[src/rtl/ristretto_mem_stage.sv]
// ristretto_mem_stage: load/store memory stage with dmem request/response handshake.
// Define RISTRETTO_MEM_MISALIGN_TRAP_EN to trap misaligned half/word accesses instead of truncating them.
module ristretto_mem_stage #(
   parameter int AddrWidth = 32
) (
   input  logic                 clk_i,
   input  logic                 rst_i,
   input  logic                 req_valid_i,
   output logic                 req_ready_o,
   input  logic                 req_op_i,
   input  logic [1:0]           req_size_i,
   input  logic                 req_unsigned_n_i,
   input  logic [AddrWidth-1:0] req_addr_i,
   input  logic [31:0]          req_wdata_i,
   input  logic [4:0]           req_rd_i,
   output logic                 dmem_req_valid_o,
   input  logic                 dmem_req_ready_i,
   output logic                 dmem_we_o,
   output logic [AddrWidth-1:0] dmem_addr_o,
   output logic [3:0]           dmem_be_o,
   output logic [31:0]          dmem_wdata_o,
   input  logic                 dmem_rsp_valid_i,
   output logic                 dmem_rsp_ready_o,
   input  logic [31:0]          dmem_rsp_rdata_i,
   output logic                 wb_valid_o,
   output logic [4:0]           wb_rd_o,
   output logic [31:0]          wb_data_o,
   output logic                 done_o,
   output logic                 misaligned_o,
   output logic                 misaligned_store_o
);
   typedef enum logic [1:0] {IDLE = 2'b00, WRDY = 2'b01, WVLD = 2'b10} state_t;
   state_t r_state;
   logic r_op, r_sn, r_done, r_wb_valid, r_mis, r_mis_st;
   logic [1:0] r_size;
   logic [AddrWidth-1:0] r_addr;
   logic [4:0] r_rd, r_wb_rd;
   logic [31:0] r_wdata, r_wb_data;
   logic [3:0] r_be;
   logic w_acc, w_mis;
   logic [1:0] w_off;
   logic [3:0] w_be;
   logic [31:0] w_wdata, w_lane, w_ld;
   assign req_ready_o = r_state == IDLE;
   assign w_acc = req_valid_i && req_ready_o && req_size_i != 2'b00;
`ifdef RISTRETTO_MEM_MISALIGN_TRAP_EN
   assign w_mis = (req_size_i == 2'b10 && req_addr_i[0]) || (req_size_i == 2'b01 && req_addr_i[1:0] != 2'b00);
`else
   assign w_mis = 1'b0;
`endif
   // Lane offset with the address truncated to the access size
   assign w_off = req_size_i == 2'b01 ? 2'b00 : req_size_i == 2'b10 ? {req_addr_i[1], 1'b0} : req_addr_i[1:0];
   assign w_be = req_size_i == 2'b01 ? 4'b1111 : req_size_i == 2'b10 ? (w_off[1] ? 4'b1100 : 4'b0011) : 4'b0001 << w_off;
   assign w_wdata = req_size_i == 2'b01 ? req_wdata_i : req_size_i == 2'b10 ? {2{req_wdata_i[15:0]}} : {4{req_wdata_i[7:0]}};
   assign w_lane = dmem_rsp_rdata_i >> {r_addr[1:0], 3'b000};
   assign w_ld = r_size == 2'b01 ? w_lane :
                 r_size == 2'b10 ? {{16{r_sn & w_lane[15]}}, w_lane[15:0]} :
                                   {{24{r_sn & w_lane[7]}}, w_lane[7:0]};
   assign dmem_req_valid_o = r_state == WRDY;
   assign dmem_rsp_ready_o = r_state != WRDY;
   assign dmem_we_o = r_op;
   assign dmem_addr_o = {r_addr[AddrWidth-1:2], 2'b00};
   assign dmem_be_o = r_be;
   assign dmem_wdata_o = r_wdata;
   assign wb_valid_o = r_wb_valid;
   assign wb_rd_o = r_wb_rd;
   assign wb_data_o = r_wb_data;
   assign done_o = r_done;
   assign misaligned_o = r_mis;
   assign misaligned_store_o = r_mis_st;
   always_ff @(posedge clk_i) begin
      if (rst_i) begin
         r_state <= IDLE;
         r_op <= 1'b0;
         r_sn <= 1'b0;
         r_size <= 2'b00;
         r_addr <= '0;
         r_rd <= 5'd0;
         r_wdata <= 32'd0;
         r_be <= 4'd0;
         r_done <= 1'b0;
         r_wb_valid <= 1'b0;
         r_wb_rd <= 5'd0;
         r_wb_data <= 32'd0;
         r_mis <= 1'b0;
         r_mis_st <= 1'b0;
      end else begin
         r_done <= 1'b0;
         r_wb_valid <= 1'b0;
         r_mis <= 1'b0;
         r_mis_st <= 1'b0;
         if (w_acc && w_mis) begin
            r_mis <= 1'b1;
            r_mis_st <= req_op_i;
         end else if (w_acc) begin
            r_state <= WRDY;
            r_op <= req_op_i;
            r_sn <= req_unsigned_n_i;
            r_size <= req_size_i;
            r_addr <= {req_addr_i[AddrWidth-1:2], w_off};
            r_rd <= req_rd_i;
            r_wdata <= w_wdata;
            r_be <= w_be;
         end else if (r_state == WRDY && dmem_req_ready_i) begin
            r_state <= WVLD;
         end else if (r_state == WVLD && dmem_rsp_valid_i) begin
            r_state <= IDLE;
            r_done <= 1'b1;
            if (!r_op) begin
               r_wb_valid <= 1'b1;
               r_wb_rd <= r_rd;
               r_wb_data <= w_ld;
            end
         end
      end
   end
endmodule

[config.mk]
export PLATFORM = sky130hd
export DESIGN_NAME = ristretto_mem_stage
export DESIGN_NICKNAME = d
export VERILOG_FILES = /design/src/rtl/ristretto_mem_stage.sv
export SDC_FILE = /design/constraint.sdc
export NUM_CORES = 1
export LEC_CHECK = 0
export ABC_AREA = 1
export CORE_MARGIN = 1
export CORE_UTILIZATION = 45
export DETAILED_ROUTE_END_ITERATION = 7
export DONT_BUFFER_PORTS = 1
export PLACE_DENSITY = 0.71
export SYNTH_ARGS = -nofsm -noshare
export SYNTH_HDL_FRONTEND = slang
export SYNTH_SLANG_ARGS = --single-unit
[constraint.sdc]
create_clock -name clk_i -period 3.9 [get_ports clk_i]
set_clock_uncertainty 0.2 [all_clocks]
set_input_delay 0.78 -clock clk_i [delete_from_list [all_inputs] [get_ports clk_i]]
set_output_delay 0.78 -clock clk_i [all_outputs]
set_load 0.005 [all_outputs]
After elaboration in Yosys (flattened, before gate mapping):

Index checks and enable logic that the tools add are counted.

* bits of input ports: 110
* output and inout bits: 113
* register bits: 118
* logic and storage cells: 54

* shift operators: 2
* multiplexer cells: 14
* equal/unequal tests: 7
* bitwise operators: 6
* reduce and logical (&&, ||, !) cells: 12

Operators with widths (count)
* 32-bit 2-to-1 mux: 4
* 32-bit by 5-bit right shift with 32-bit output: 1
* 4-bit 2-to-1 mux: 3
* 2-bit by 1-bit == test with 1-bit output, second input constant: 3
* 2-bit == test, second input constant: 3
* 2-bit 2-to-1 mux: 3
* 1-bit logical AND: 4
* 1-bit 2-to-1 mux: 4
* 1-bit inverter: 4
* 4-bit AND reduction: 1
* 2-bit nonzero test: 2
* 4-bit OR reduction: 1
* 1-bit by 2-bit left shift with 4-bit output, first input constant: 1
* 3-bit nonzero test: 1
* 3-bit OR reduction: 1
* 1-bit AND: 2
* 2-bit logical NOT: 1
* 2-bit by 1-bit inequality test with 1-bit output, second input constant: 1
* 2-bit OR reduction: 1

Longest topological paths before layout:

Gate-level depths: netlist (run 1).

* word-level depth: 6
* gate-level depth with buffers: 10
* depth with buffers taken out: 8

Worst setup path after synthesis (run 1):

No wires, ideal clock.

* path kind: input -> register
* start point: in req_size_i[1]
* end point: reg r_wdata[15] (netlist: dmem_wdata_o[15])
* path slack: 2.101 ns
* stages: 8
* path buffers: 2
* data arrival time: 1.482 ns
* required time: 3.583 ns
* path through: inv_1 > nand2_1 > nand3_2 > inv_2 > buf_4 > buf_4 > o21ai_0 > nor2_1

* cells in the longest elaborated chain, start to end: 3
* elaborated cells on any way between the ends: 6
* those cells by class: eq/ne (2); mux (2); reduce/logical (2)

Ends and longest elaborated chain
* start, declared: line 11 `input logic [1:0] req_size_i,`
* 2-bit == test: line 54 `assign w_wdata = req_size_i == 2'b01 ? req_wdata_i : req_size_i == 2'b10 ? {2{req_wdata_i[15:0]}} : {4{req_wda ...`
* 32-bit 2-to-1 mux (2 in series): line 54
* end signal, assigned: line 102 `r_wdata <= w_wdata;`
* end, declared: line 38 `logic [31:0] r_wdata, r_wb_data;`

Several ways; a longest one is shown, not always the timed one.
A chain may end at the register's enable or synchronous reset.

Worst setup path in the final report (run 1):

* start point: reg r_addr[1]
* end point: reg r_wb_data[25] (netlist: wb_data_o[25])

* cells in the longest elaborated chain, start to end: 4
* elaborated cells on any way between the ends: 5
* those cells by class: shift (1); mux (2); bitwise (2)

Ends and longest elaborated chain
* start, declared: line 36 `logic [AddrWidth-1:0] r_addr;`
* start signal, assigned: line 100 `r_addr <= {req_addr_i[AddrWidth-1:2], w_off};`
* 32-bit by 5-bit right shift with 32-bit output *: line 55 `assign w_lane = dmem_rsp_rdata_i >> {r_addr[1:0], 3'b000};`
* 1-bit AND, on equally long branches: line 58, 57
* 32-bit 2-to-1 mux: line 57 `r_size == 2'b10 ? {{16{r_sn & w_lane[15]}}, w_lane[15:0]} :`
* 32-bit 2-to-1 mux *: line 56 `assign w_ld = r_size == 2'b01 ? w_lane :`
* end signal, assigned: line 112 `r_wb_data <= w_ld;`
* end, declared: line 38

Mark *: on every way between the ends. The rest lies on a longest branch, timed or not.

==> run summary, run 1 <==
The maximum fanout along the worst path came out at 24. The number of port buffers came out at 0. The register cell area after layout is 0.002362 mm^2. By area the synthesized netlist is led by sky130_fd_sc_hd__dfxtp_1 (42%), sky130_fd_sc_hd__nand2_1 (17%), sky130_fd_sc_hd__nor2_1 (8.9%), sky130_fd_sc_hd__buf_4 (6.6%), sky130_fd_sc_hd__a21oi_1 (5.9%). The buffer cell driving the clock tree root is sky130_fd_sc_hd__clkbuf_16.

Headroom to the max-slew limit came out at 49.76%. The via count of the first global-routing pass is 4,502. The floorplan has 40 rows. The summed negative setup slack over all endpoints came out at 0 ns.

TritonCTS built the clock tree. The count of nets left with antenna violations once routing finished came out at 0. Global routing finished with a remaining overflow of 0. The layout-stage area growth over the synthesis result came out at 6.729%. The total of endpoints with negative setup slack in the final report came out at 0. The max-slew violation total from the final report is 0. The count of cell types in the netlist came out at 24. The H-tree depth is 4.

The critical path goes through inv_2, nand3_1, nand2_1, nand2_2, nand3_1, nand2_1, inv_1. The routed length per placed instance is between 10 and 15 um. sky130_fd_sc_hd__dfxtp_1 takes more of the synthesized area than any other cell. The count of endpoints failing hold in the final timing report came out at 0. Sorting the synthesized cells by how often they occur yields sky130_fd_sc_hd__nand2_1 (250), sky130_fd_sc_hd__nor2_1 (134), sky130_fd_sc_hd__dfxtp_1 (118). The post-route fraction of the period consumed by the critical path came out at about 59%.

The share of the Yosys chip area taken by registers is between 40% and 50%. Dividing the detail-routed via count by the number of cells gives between 4 and 5. The core outline area is approximately 0.012 mm^2. Of all flip-flops after synthesis, the portion carrying an async set or reset was 0%. The run finished with clean final reports. 0 antenna diodes ended up in the layout. Summing every instance area after synthesis gives roughly 0.0057 mm^2. The total leakage power is between 2 and 3 nW. In the post-synthesis netlist, the cell with the most instances is sky130_fd_sc_hd__nand2_1. The maximum buffer depth of the clock tree came out at 2. The worst setup path is captured at a register.

In this run the post-CTS setup repair buffer count came out at 0. STA classifies the critical path startpoint as a register. The number of buffers added to fix hold violations after cts came out at 0. The detailed-router iteration count before antenna repair is 4. The final instance count without filler cells came out at approximately 1,000. The worst setup path is of the register to register kind. The arrival time at the worst endpoint is between 2 and 2.5 ns.

The number of top-level design ports came out at around 220. The number of cells produced by synthesis came out at between 800 and 900. Entering global routing, the biggest net connects between 70 and 80 pins. The number of buffers and inverters on the critical path is 2. The die footprint came out at roughly 0.013 mm^2. The initial antenna violation count is 0.

Averaged over all synthesized cells, the footprint is about 6.6 um^2. For this configuration, the core starts out at a cell density of 46.64%. The register bit count reported by yosys came out at 118. The global-route wire length before repair is 22,690 um. The total via count in the routed design came out at a little under 5,000.

The number of sinks handled by clock tree synthesis came out at between 100 and 150. Setup repair after global routing left no endpoint under its margin. The later pin in the worst-skew pair is clocked with a latency of roughly 0.40 ns.

The count of unresolved DRC violations after routing is 0. The clock transition time at the flip-flop clock pins of the worst setup and hold paths is about 0.060 ns. The global-route total usage across every layer came out at between 20% and 30%. Counting the fill cells in the layout gives ~1,300. The post-cts resize count is 0.

On the critical path, the stage with the largest delay is an instance of sky130_fd_sc_hd__dfxtp_1. The top cell type by area accounts for 41.65% of the synthesized area. For this run, the number of Yosys warnings is 0.

The time the final worst path needs with I/O delays and setup is around 2.3 ns. The last weighted congestion value of the routability-driven placer is between 0.9 and 1. The vertical die dimension is between 100 and 150 um. The total clock buffers created by CTS is 17. The area of the multi-input gates came out at about 0.0025 mm^2. The total power per unit cell area is about 560 mW/mm^2. The final net count is 910. The number of cells in the design after placement came out at ~950. The number of max-cap violations is 0. The maximum ir drop on the vdd rail came out at around 0.00034 V. The total wirelength of the detailed-routed design came out at between 10,000 and 15,000 um. The slew at the pin closest to its max-slew limit came out at around 0.75 ns. In the final layout, the share of cells above drive strength 1 is roughly 6.3%. The floorplan step set the die width to approximately 110 um. The HPWL after detailed placement is between 9000 and 10,000 um. The biggest cell delay along the critical path is slightly below 0.8 ns. Grouping stages by cell kind, the critical path spends the most delay in simple AND/OR/NAND/NOR gates. Yosys mapped a number of flops with a built-in enable equal to 0.

The violation count after the first detailed-routing iteration came out at slightly above 300. The required arrival time at the worst endpoint came out at between 4 and 5 ns. The min-delay analysis places its worst path in the category input port to register. The achievable frequency is about 0.44 GHz. The most frequently used flop master after synthesis is sky130_fd_sc_hd__dfxtp_1.
final cells by class:
type	instances	area share, %
Multi-Input combinational cell	582	40.80
Clock buffer	21	7.937
Sequential cell	118	39.02
Timing Repair Buffer	5	0.8268
Clock inverter	11	3.224
Inverter	76	4.713
Tap cell	168	3.473
through the flow:
stage	total power [mW]	hold slack (ns)	area [um^2]	utilization [%]	setup WS (ns)
floorplan	1.645	0.2298	5683	-	2.101
CTS	3.434	0.2137	6053	49.77	1.622
detailed placement	1.665	0.2484	5378	44.22	1.554
finish	3.398	0.2417	6053	49.77	1.610
global placement	1.660	0.2442	5378	44.22	1.575
global route	3.548	0.2108	6053	49.77	1.375
metal layers:
layer	vias up	track usage [%]	wire, um
li1	2514	-	-
met2	188	35.52	6891
met5	-	0	0
met4	0	10.65	302
met3	22	7.782	1249
met1	2132	27.75	6120
flip-flops by register name, indices dropped and copies added (netlist names):
name and flops:
dmem_be_o 4, dmem_wdata_o 32, dmem_we_o 1, done_o 1, r_addr 32, r_rd 5
r_size 2, r_sn 1, r_state 2, wb_data_o 32, wb_rd_o 5, wb_valid_o 1
path summary, 6_finish.rpt:
| check | start | to | slack, ns | depth (start not counted) |
|---|---|---|---|---|
| worst max-delay path | r_addr[1] | wb_data_o[25] | 1.61 | 7 |
| worst min-delay path | rst_i | r_addr[14] | 0.24 | 1 |
| worst max register to register | r_addr[1] | wb_data_o[25] | 1.61 | 7 |
| worst min register to register | r_rd[2] | r_rd[2] | 0.26 | 2 |
cell usage in the layout, fill, tap and decap left out, drive strengths merged:
cell | synthesis | routed
nand2 | 254 | 254
nor2 | 135 | 135
dfxtp | 118 | 118
inv | 75 | 75
a21oi | 67 | 67
o21ai | 64 | 64
nand3 | 55 | 55
clkbuf | 14 | 21
bufinv | 0 | 5
buf | 73 | 5
conb | 1 | 4
clkinv | 1 | 4
clkinvlp | 0 | 3
nand4 | 1 | 1
or2 | 1 | 1
o22ai | 1 | 1
logic make-up after synthesis:
kind of cell / count (synthesis) / synth area share [%]
buffers and inverters: 163 / 15.00
AOI/OAI and AO/OA: 132 / 11.67
and+or+nand+nor: 446 / 31.61
DFF: 118 / 41.65
other: 1 / 0.06612
worst reg2reg max path: stages, from the launching register on:
cell and delay (ns):
sky130_fd_sc_hd__dfxtp_1 0.77, sky130_fd_sc_hd__inv_2 0.33, sky130_fd_sc_hd__nand3_1 0.17, sky130_fd_sc_hd__nand2_1 0.10
sky130_fd_sc_hd__nand2_2 0.35, sky130_fd_sc_hd__nand3_1 0.16, sky130_fd_sc_hd__nand2_1 0.09, sky130_fd_sc_hd__inv_1 0.04
report_power, final:
part,switching (mW),internal [mW],total (mW)
logic,0.202,0.0971,0.299
registers,0.0612,1.28,1.34
clock network,0.556,1.20,1.76
total,0.819,2.58,3.40
Note: power is estimated with default switching activity, not from simulation.
==> run 2, diff against run 1 <==
--- a/config.mk
+++ b/config.mk
@@ -10,7 +10,7 @@
 export CORE_UTILIZATION = 45
 export DETAILED_ROUTE_END_ITERATION = 7
 export DONT_BUFFER_PORTS = 1
-export PLACE_DENSITY = 0.71
+export PLACE_DENSITY = 0.73
 export SYNTH_ARGS = -nofsm -noshare
 export SYNTH_HDL_FRONTEND = slang
 export SYNTH_SLANG_ARGS = --single-unit
==> constraint.sdc (replaced) <==
create_clock -name clk_i -period 1.9 [get_ports clk_i]
set_clock_uncertainty 0.2 [all_clocks]
set_input_delay 0.38 -clock clk_i [delete_from_list [all_inputs] [get_ports clk_i]]
set_output_delay 0.38 -clock clk_i [all_outputs]
set_load 0.005 [all_outputs]
==> run 2 against run 1 <==
Compared with the run above: the flow now finishes with violations (hold timing); total power rose by 110%; final cell count grew 2.5%; critical path type unchanged; sequential share of layout area fell by 1.6 points; routed wire length up 3.4%; hold slack lost 0.40 ns; via count grew 2.1%; non-clock buffer count grew 25; setup slack got worse by 1.5 ns; critical endpoint is now r_state[0].
==> run summary, run 2 (synthesized netlist as in run 1, its figures left out) <==
The clock transition time at the flip-flop clock pins of the worst setup and hold paths is 0.05 ns (was 0.06 ns). The maximum fanout along the worst path came to 33 (was 24). The post-route fraction of the period consumed by the critical path came out at 95.43% (was 58.71%). The count of cells along the worst hold path is 1 (unchanged). The post-placement setup slack is 0.2284 ns (was 1.554 ns). The met1 global-route usage was 26.83% (was 27.75%). The vertical die dimension was 114.3 um (unchanged). The total via count in the routed design is 4,960 (was 4,856). The number of nets with antenna violations after routing came to 0 (unchanged). The worst hold margin is -0.1625 ns (was 0.2417 ns). Commonest non-fill, non-tap cells in the layout: sky130_fd_sc_hd__nand2_1 (250), sky130_fd_sc_hd__nor2_1 (134), sky130_fd_sc_hd__dfxtp_1 (118), sky130_fd_sc_hd__inv_1 (70), sky130_fd_sc_hd__a21oi_1 (67) (unchanged). The number of max-cap violations came to 0 (unchanged). The worst min-delay path class is input port to register (unchanged). The kind of end point of the critical path is a register (unchanged).

The post-detailed-placement cell area is 0.005480 mm^2 (was 0.005378 mm^2). The maximum buffer depth of the clock tree is 2 (unchanged). The max-slew violation total from the final report came out at 0 (unchanged). The total clock buffers created by CTS is 17 (unchanged). The die footprint came to 0.01306 mm^2 (unchanged). The post-detailed-placement half-perimeter wirelength was 10,350 um (was 9950 um). The most used routing layer in global routing is met2 (unchanged). The startpoint-to-endpoint class of the critical path is register to register (unchanged).

The number of sinks handled by clock tree synthesis was 118 (unchanged). The reg2reg setup slack came to 0.09 ns (was 1.61 ns). The violation count after the first detailed-routing iteration is 314 (was 311). The reg-to-reg critical path endpoint was r_state[0] (was wb_data_o[25]). The summed negative setup slack over all endpoints came to 0 ns (unchanged). The total wirelength of the detailed-routed design came out at 15,060 um (was 14,560 um). The number of top-level design ports is 223 (unchanged). The remaining global-route overflow is 0 (unchanged). The buffer cell driving the clock tree root is sky130_fd_sc_hd__clkbuf_16 (unchanged). The clock tree from TritonCTS is built (unchanged). The source of the worst register-to-register timing path is r_state[1] (was r_addr[1]). The worst setup slack after layout is 0.08687 ns (was 1.610 ns). The maximum number of pins on one net before global-route repair came out at 78 (unchanged). The core utilization of the finished layout came out at 51.92% (was 49.77%). The number of buffers added to fix hold violations after cts is 12 (was 0). The time the final worst path needs with I/O delays and setup came out at 1.813 ns (was 2.290 ns). The final reports fail on hold timing. The floorplan die width is 114.3 um (unchanged). The total of endpoints with negative setup slack in the final report came to 0 (unchanged).

The number of port buffers came out at 0 (unchanged). The count of unresolved DRC violations after routing is 0 (unchanged). The startpoint type of the worst setup path is a register (unchanged).

The buffers inserted during post-CTS setup optimization is 0 (unchanged). The core outline area came out at 0.01216 mm^2 (unchanged). The last weighted congestion value of the routability-driven placer is 0.8556 (was 0.9134).

The destination of the worst hold path is r_addr[5] (was r_addr[14]). The via density per instance came to 4.930 (was 4.950). The antenna diode instance count came out at 0 (unchanged). The achievable frequency came to 0.5515 GHz (was 0.4368 GHz). The routed length per placed instance came out at 14.97 um (was 14.85 um).

The effective utilization at floorplan came out at 46.64% (unchanged). The number of cells in the design after placement came to 961 (was 949). The detailed-router iteration count before antenna repair is 5 (was 4).

The met2 global-route usage came out at 36.24% (was 35.52%). The final net count came out at 935 (was 910). The arrival time at the worst endpoint came to 1.97 ns (was 2.39 ns). Unrepaired setup endpoints after global routing: false (unchanged). The source-to-sink clock delay at the later pin of the worst-skew pair came out at 0.41 ns (was 0.40 ns). The global-route total usage across every layer came to 22.77% (was 22.60%). The source of the worst hold timing path is rst_i (unchanged). The count of endpoints failing hold in the final timing report was 73 (was 0). The global-route wire length before repair is 23,140 um (was 22,690 um). The total power per unit cell area came out at 1127 mW/mm^2 (was 561.3 mW/mm^2). The layout filler cell count came out at 1,217 (was 1,258). The via count of the first global-routing pass is 4,664 (was 4,502). Run status: complete, but fails checks (was complete, no violations). The leading cell type in the layout, fill and taps excluded is sky130_fd_sc_hd__nand2_1 (unchanged). The layout-stage area growth over the synthesis result is 11.34% (was 6.729%). The cell depth of the worst flop-to-flop path is 5 (was 7).

The fraction of final layout cells with drive strength greater than 1 came out at 7.637% (was 6.273%). The initial antenna violation count came out at 0 (unchanged). The total leakage power is 2.903 nW (was 2.758 nW). The required arrival time at the worst endpoint is 2.05 ns (was 4.01 ns). The met3 usage is 8.894% (was 7.782%). The cell area after layout was 0.006315 mm^2 (was 0.006053 mm^2).

The placement row count came out at 40 (unchanged). The maximum ir drop on the vdd rail came out at 0.0006643 V (was 0.0003350 V). The H-tree depth was 4 (unchanged). The final instance count without filler cells was 1,006 (was 981).
-- run 2: cell count changes in the layout (fill, tap and decap cells not counted), sizes merged --
cell         before  now
buf               5   17
dlygate4sd3       0   12
bufinv            5    6
clkinv            4    5
clkinvlp          3    2
-- run 2: per-layer routing --
layer / routed length, um / part of all wire, % / vias to the layer above
li1: - / - / 2560
met1: 6190 / 41 / 2171
met2: 7106 / 47 / 201
met3: 1398 / 9.3 / 28
met4: 365 / 2.4 / 0
met5: 0 / 0 / -
-- run 2: cell type report --
cell class,count,area [um^2],share of cell area (%)
Clock buffer,20,466.7,7.391
Sequential cell,118,2362,37.41
Clock inverter,12,222.7,3.527
Multi-Input combinational cell,582,2470,39.11
Tap cell,168,210.2,3.329
Timing Repair Buffer,30,297.8,4.716
Inverter,76,285.3,4.518
-- run 2: worst max path at each step --
| stage | startpoint | endpoint |
|---|---|---|
| after global placement | req_size_i[1] | dmem_be_o[3] |
| after detailed placement | req_size_i[1] | dmem_be_o[2] |
| after CTS | r_state[1] | r_state[0] |
| final | r_state[1] | r_state[0] |
| after floorplan | r_addr[1] | wb_data_o[24] |
| after global routing | r_state[1] | r_state[0] |
-- run 2: stage by stage --
stage,total power [mW],hold slack (ns)
2_1_floorplan,3.377,0.2298
3_3_place_gp,3.437,0.2434
3_5_place_dp,3.447,0.2499
4_1_cts,7.162,-0.1804
5_1_grt,7.405,-0.1893
6_report,7.120,-0.1625
-- run 2: repair_timing --
action,in CTS,in global routing
hold endpoints to repair,84,73
resized for setup,0,0
setup endpoints to repair,0,1
-- run 2: critical path, cell delays in order, from the launching register on --
cell                            delay, ns
sky130_fd_sc_hd__dfxtp_1             0.35
sky130_fd_sc_hd__nor2_2              0.13
sky130_fd_sc_hd__nand3_2             0.16
sky130_fd_sc_hd__buf_12              0.22
sky130_fd_sc_hd__a21oi_1             0.14
sky130_fd_sc_hd__dlygate4sd3_1       0.56
-- run 2: where the power goes --
group / total (mW) / internal, mW / switching, mW / leakage (nW)
clock network: 3.69 / 2.56 / 1.13 / 0.332
logic: 0.688 / 0.251 / 0.437 / 1.61
registers: 2.74 / 2.63 / 0.118 / 0.963
==> run 3, diff against run 2 <==
--- a/config.mk
+++ b/config.mk
@@ -10,7 +10,6 @@
 export CORE_UTILIZATION = 45
 export DETAILED_ROUTE_END_ITERATION = 7
 export DONT_BUFFER_PORTS = 1
-export PLACE_DENSITY = 0.73
 export SYNTH_ARGS = -nofsm -noshare
 export SYNTH_HDL_FRONTEND = slang
 export SYNTH_SLANG_ARGS = --single-unit
==> run 3 against run 2 <==
Compared with the run above: the flow still finishes with violations (hold timing); core utilization shrank 0.43 points; combinational power is 3% lower; die area did not move; final area shrank 0.83%; first-iteration DRC count is 25% lower; non-clock buffer count shrank 1; sequential share of layout area increased by 0.31 points; critical endpoint unchanged; highest routed layer unchanged.
==> run summary, run 3 (synthesized netlist as in run 1, its figures left out) <==
The buffers inserted during post-CTS setup optimization is 0 (unchanged). The final net count was 934 (was 935). The count of endpoints failing hold in the final timing report is 73 (unchanged). The via count of the first global-routing pass is 4,676 (was 4,664). The max-slew violation total from the final report came to 0 (unchanged). The count of unresolved DRC violations after routing is 0 (unchanged). The cell seen most often among critical-path stages is sky130_fd_sc_hd__nand2_1. The post-route fraction of the period consumed by the critical path is 94.30% (was 95.43%).

Unrepaired setup endpoints after global routing: false (unchanged). The clock tree from TritonCTS is built (unchanged). The number of buffers added to fix hold violations after cts is 11 (was 12). The maximum number of pins on one net before global-route repair came out at 78 (unchanged). The H-tree depth came out at 4 (unchanged). The number of sinks handled by clock tree synthesis came out at 118 (unchanged).

The core utilization of the finished layout was 51.49% (was 51.92%). Run status: complete, but fails checks (unchanged). The startpoint type of the worst setup path was a register (unchanged). The detailed-router iteration count before antenna repair is 5 (unchanged). The routed length per placed instance is 14.64 um (was 14.97 um).

CP Cell Sequence: inv_1, nor2_1, nand2_1, nand2_1, a21oi_1, dlygate4sd3_1 (was nor2_2, nand3_2, buf_12, a21oi_1, dlygate4sd3_1). The total clock buffers created by CTS came out at 17 (unchanged). The effective utilization at floorplan is 46.64% (unchanged).

The total power per unit cell area is 1119 mW/mm^2 (was 1127 mW/mm^2). The number of nets with antenna violations after routing came to 0 (unchanged). The via density per instance came out at 4.897 (was 4.930).

The critical-path cell with the highest stage delay is sky130_fd_sc_hd__dlygate4sd3_1 (unchanged). Violations in the final reports: hold timing (unchanged). The total of endpoints with negative setup slack in the final report is 0 (unchanged).

The initial antenna violation count came out at 0 (unchanged). The summed negative setup slack over all endpoints is 0 ns (unchanged). The source of the worst hold timing path is rst_i (unchanged). The remaining global-route overflow came out at 0 (unchanged).

The total via count in the routed design came out at 4,921 (was 4,960). The number of max-cap violations is 0 (unchanged). The worst hold margin came out at -0.1676 ns (was -0.1625 ns). The global-route wire length before repair came out at 23,230 um (was 23,140 um). Commonest non-fill, non-tap cells in the layout: sky130_fd_sc_hd__nand2_1 (250), sky130_fd_sc_hd__nor2_1 (134), sky130_fd_sc_hd__dfxtp_1 (118), sky130_fd_sc_hd__inv_1 (70), sky130_fd_sc_hd__a21oi_1 (67) (unchanged). The last weighted congestion value of the routability-driven placer came out at 0.8951 (was 0.8556). The time the final worst path needs with I/O delays and setup came out at 1.792 ns (was 1.813 ns). The met2 global-route usage is 36.85% (was 36.24%).

The die footprint came to 0.01306 mm^2 (unchanged). The post-cts resize count came out at 0 (unchanged). The buffer cell driving the clock tree root was sky130_fd_sc_hd__clkbuf_16 (unchanged). The global-route total usage across every layer came to 22.95% (was 22.77%). The achievable frequency came out at 0.5581 GHz (was 0.5515 GHz). The kind of end point of the critical path is a register (unchanged). The source-to-sink clock delay at the later pin of the worst-skew pair was 0.42 ns (was 0.41 ns).

The met3 usage came out at 10.11% (was 8.894%). The maximum ir drop on the vdd rail is 0.0005471 V (was 0.0006643 V). The cell family with the largest share of critical-path delay is buffers and inverters (unchanged). The biggest cell delay along the critical path came out at 0.55 ns (was 0.56 ns). The maximum fanout along the worst path was 3 (was 33). The post-detailed-placement half-perimeter wirelength was 10,640 um (was 10,350 um). The startpoint-to-endpoint class of the critical path is register to register (unchanged). The number of port buffers is 0 (unchanged). The vertical die dimension came out at 114.3 um (unchanged). The violation count after the first detailed-routing iteration came out at 236 (was 314). The most used routing layer in global routing is met2 (unchanged).

The clock transition time at the flip-flop clock pins of the worst setup and hold paths came out at 0.05 ns (about the same). The total leakage power is 2.879 nW (was 2.903 nW). The maximum buffer depth of the clock tree was 2 (unchanged). The source of the worst register-to-register timing path is r_state[0] (was r_state[1]). The met1 global-route usage came to 26.72% (was 26.83%). The fraction of final layout cells with drive strength greater than 1 is 7.527% (was 7.637%).

The core outline area came out at 0.01216 mm^2 (unchanged). The floorplan die width came out at 114.3 um (unchanged). The leading cell type in the layout, fill and taps excluded is sky130_fd_sc_hd__nand2_1 (unchanged).

The required arrival time at the worst endpoint is 2.01 ns (was 2.05 ns). The antenna diode instance count is 0 (unchanged). The critical path startpoint is r_state[0] (was r_state[1]). The number of buffers and inverters on the critical path came out at 2 (unchanged).

The layout-stage area growth over the synthesis result is 10.41% (was 11.34%). The total wirelength of the detailed-routed design came out at 14,710 um (was 15,060 um). The arrival time at the worst endpoint came out at 1.90 ns (was 1.97 ns).

The number of top-level design ports came to 223 (unchanged). The placement row count is 40 (unchanged). The worst min-delay path class is input port to register (unchanged).
==> run 3: cell types whose count changed in the layout (fill, tap and decap cells not counted) <==
cell,previous run,this run
sky130_fd_sc_hd__clkbuf_1,0,1
sky130_fd_sc_hd__clkbuf_16,18,17
sky130_fd_sc_hd__bufinv_16,6,5
sky130_fd_sc_hd__clkinvlp_4,2,1
sky130_fd_sc_hd__inv_6,0,2
sky130_fd_sc_hd__dlygate4sd3_1,12,11
sky130_fd_sc_hd__buf_4,15,16
sky130_fd_sc_hd__clkinv_4,2,1
==> run 3: path summary, 6_finish.rpt <==
path                                    to  slack, ns  cells after the start
worst max-delay path            r_state[0]       0.11                      6
worst min-delay path             r_addr[3]      -0.17                      1
worst max register to register  r_state[0]       0.11                      6
worst min register to register     r_rd[1]       0.25                      2
==> run 3: worst register-to-register path, delay by kind of cell (launching register included) <==
family / cells / cell delay [ns]
AO/OA/AOI/OAI: 1 / 0.05
buffers and inverters: 2 / 0.63
flip-flops: 1 / 0.37
AND/OR/NAND/NOR: 3 / 0.42
==> run 3: layout make-up <==
| type | instances | area [um^2] |
|---|---|---|
| clock buffers | 21 | 470.5 |
| fillers | 1281 | 5899 |
| multi-input cells | 582 | 2470 |
| clock inverters | 11 | 193.9 |
| inverters | 76 | 285.3 |
| flip-flops and latches | 118 | 2362 |
| well taps | 168 | 210.2 |
| repair buffers | 29 | 270.3 |
==> run 3: power by group <==
group / internal, mW / switching, mW / leakage [nW]
registers: 2.63 / 0.113 / 0.963
logic: 0.239 / 0.430 / 1.59
clock network: 2.44 / 1.16 / 0.324
==> run 3: routing by layer <==
layer | routed length (um) | vias up
li1 | - | 2569
met5 | 0 | -
met4 | 290 | 0
met1 | 6120 | 2172
met3 | 1311 | 23
met2 | 6989 | 157
==> run 3: stage by stage <==
stage          hold WS, ns  setup WS [ns]  instance area (um^2)  instances  power (mW)
2_1_floorplan       0.2298         0.4813                  5683        863       3.377
3_3_place_gp        0.2386         0.2926                  5488        962       3.428
3_5_place_dp        0.2485         0.2361                  5488        962       3.444
4_1_cts            -0.1808         0.1042                  6262       1005       7.067
5_1_grt            -0.1841       0.009387                  6262       1005       7.306
6_report           -0.1676         0.1083                  6262       1005       7.005
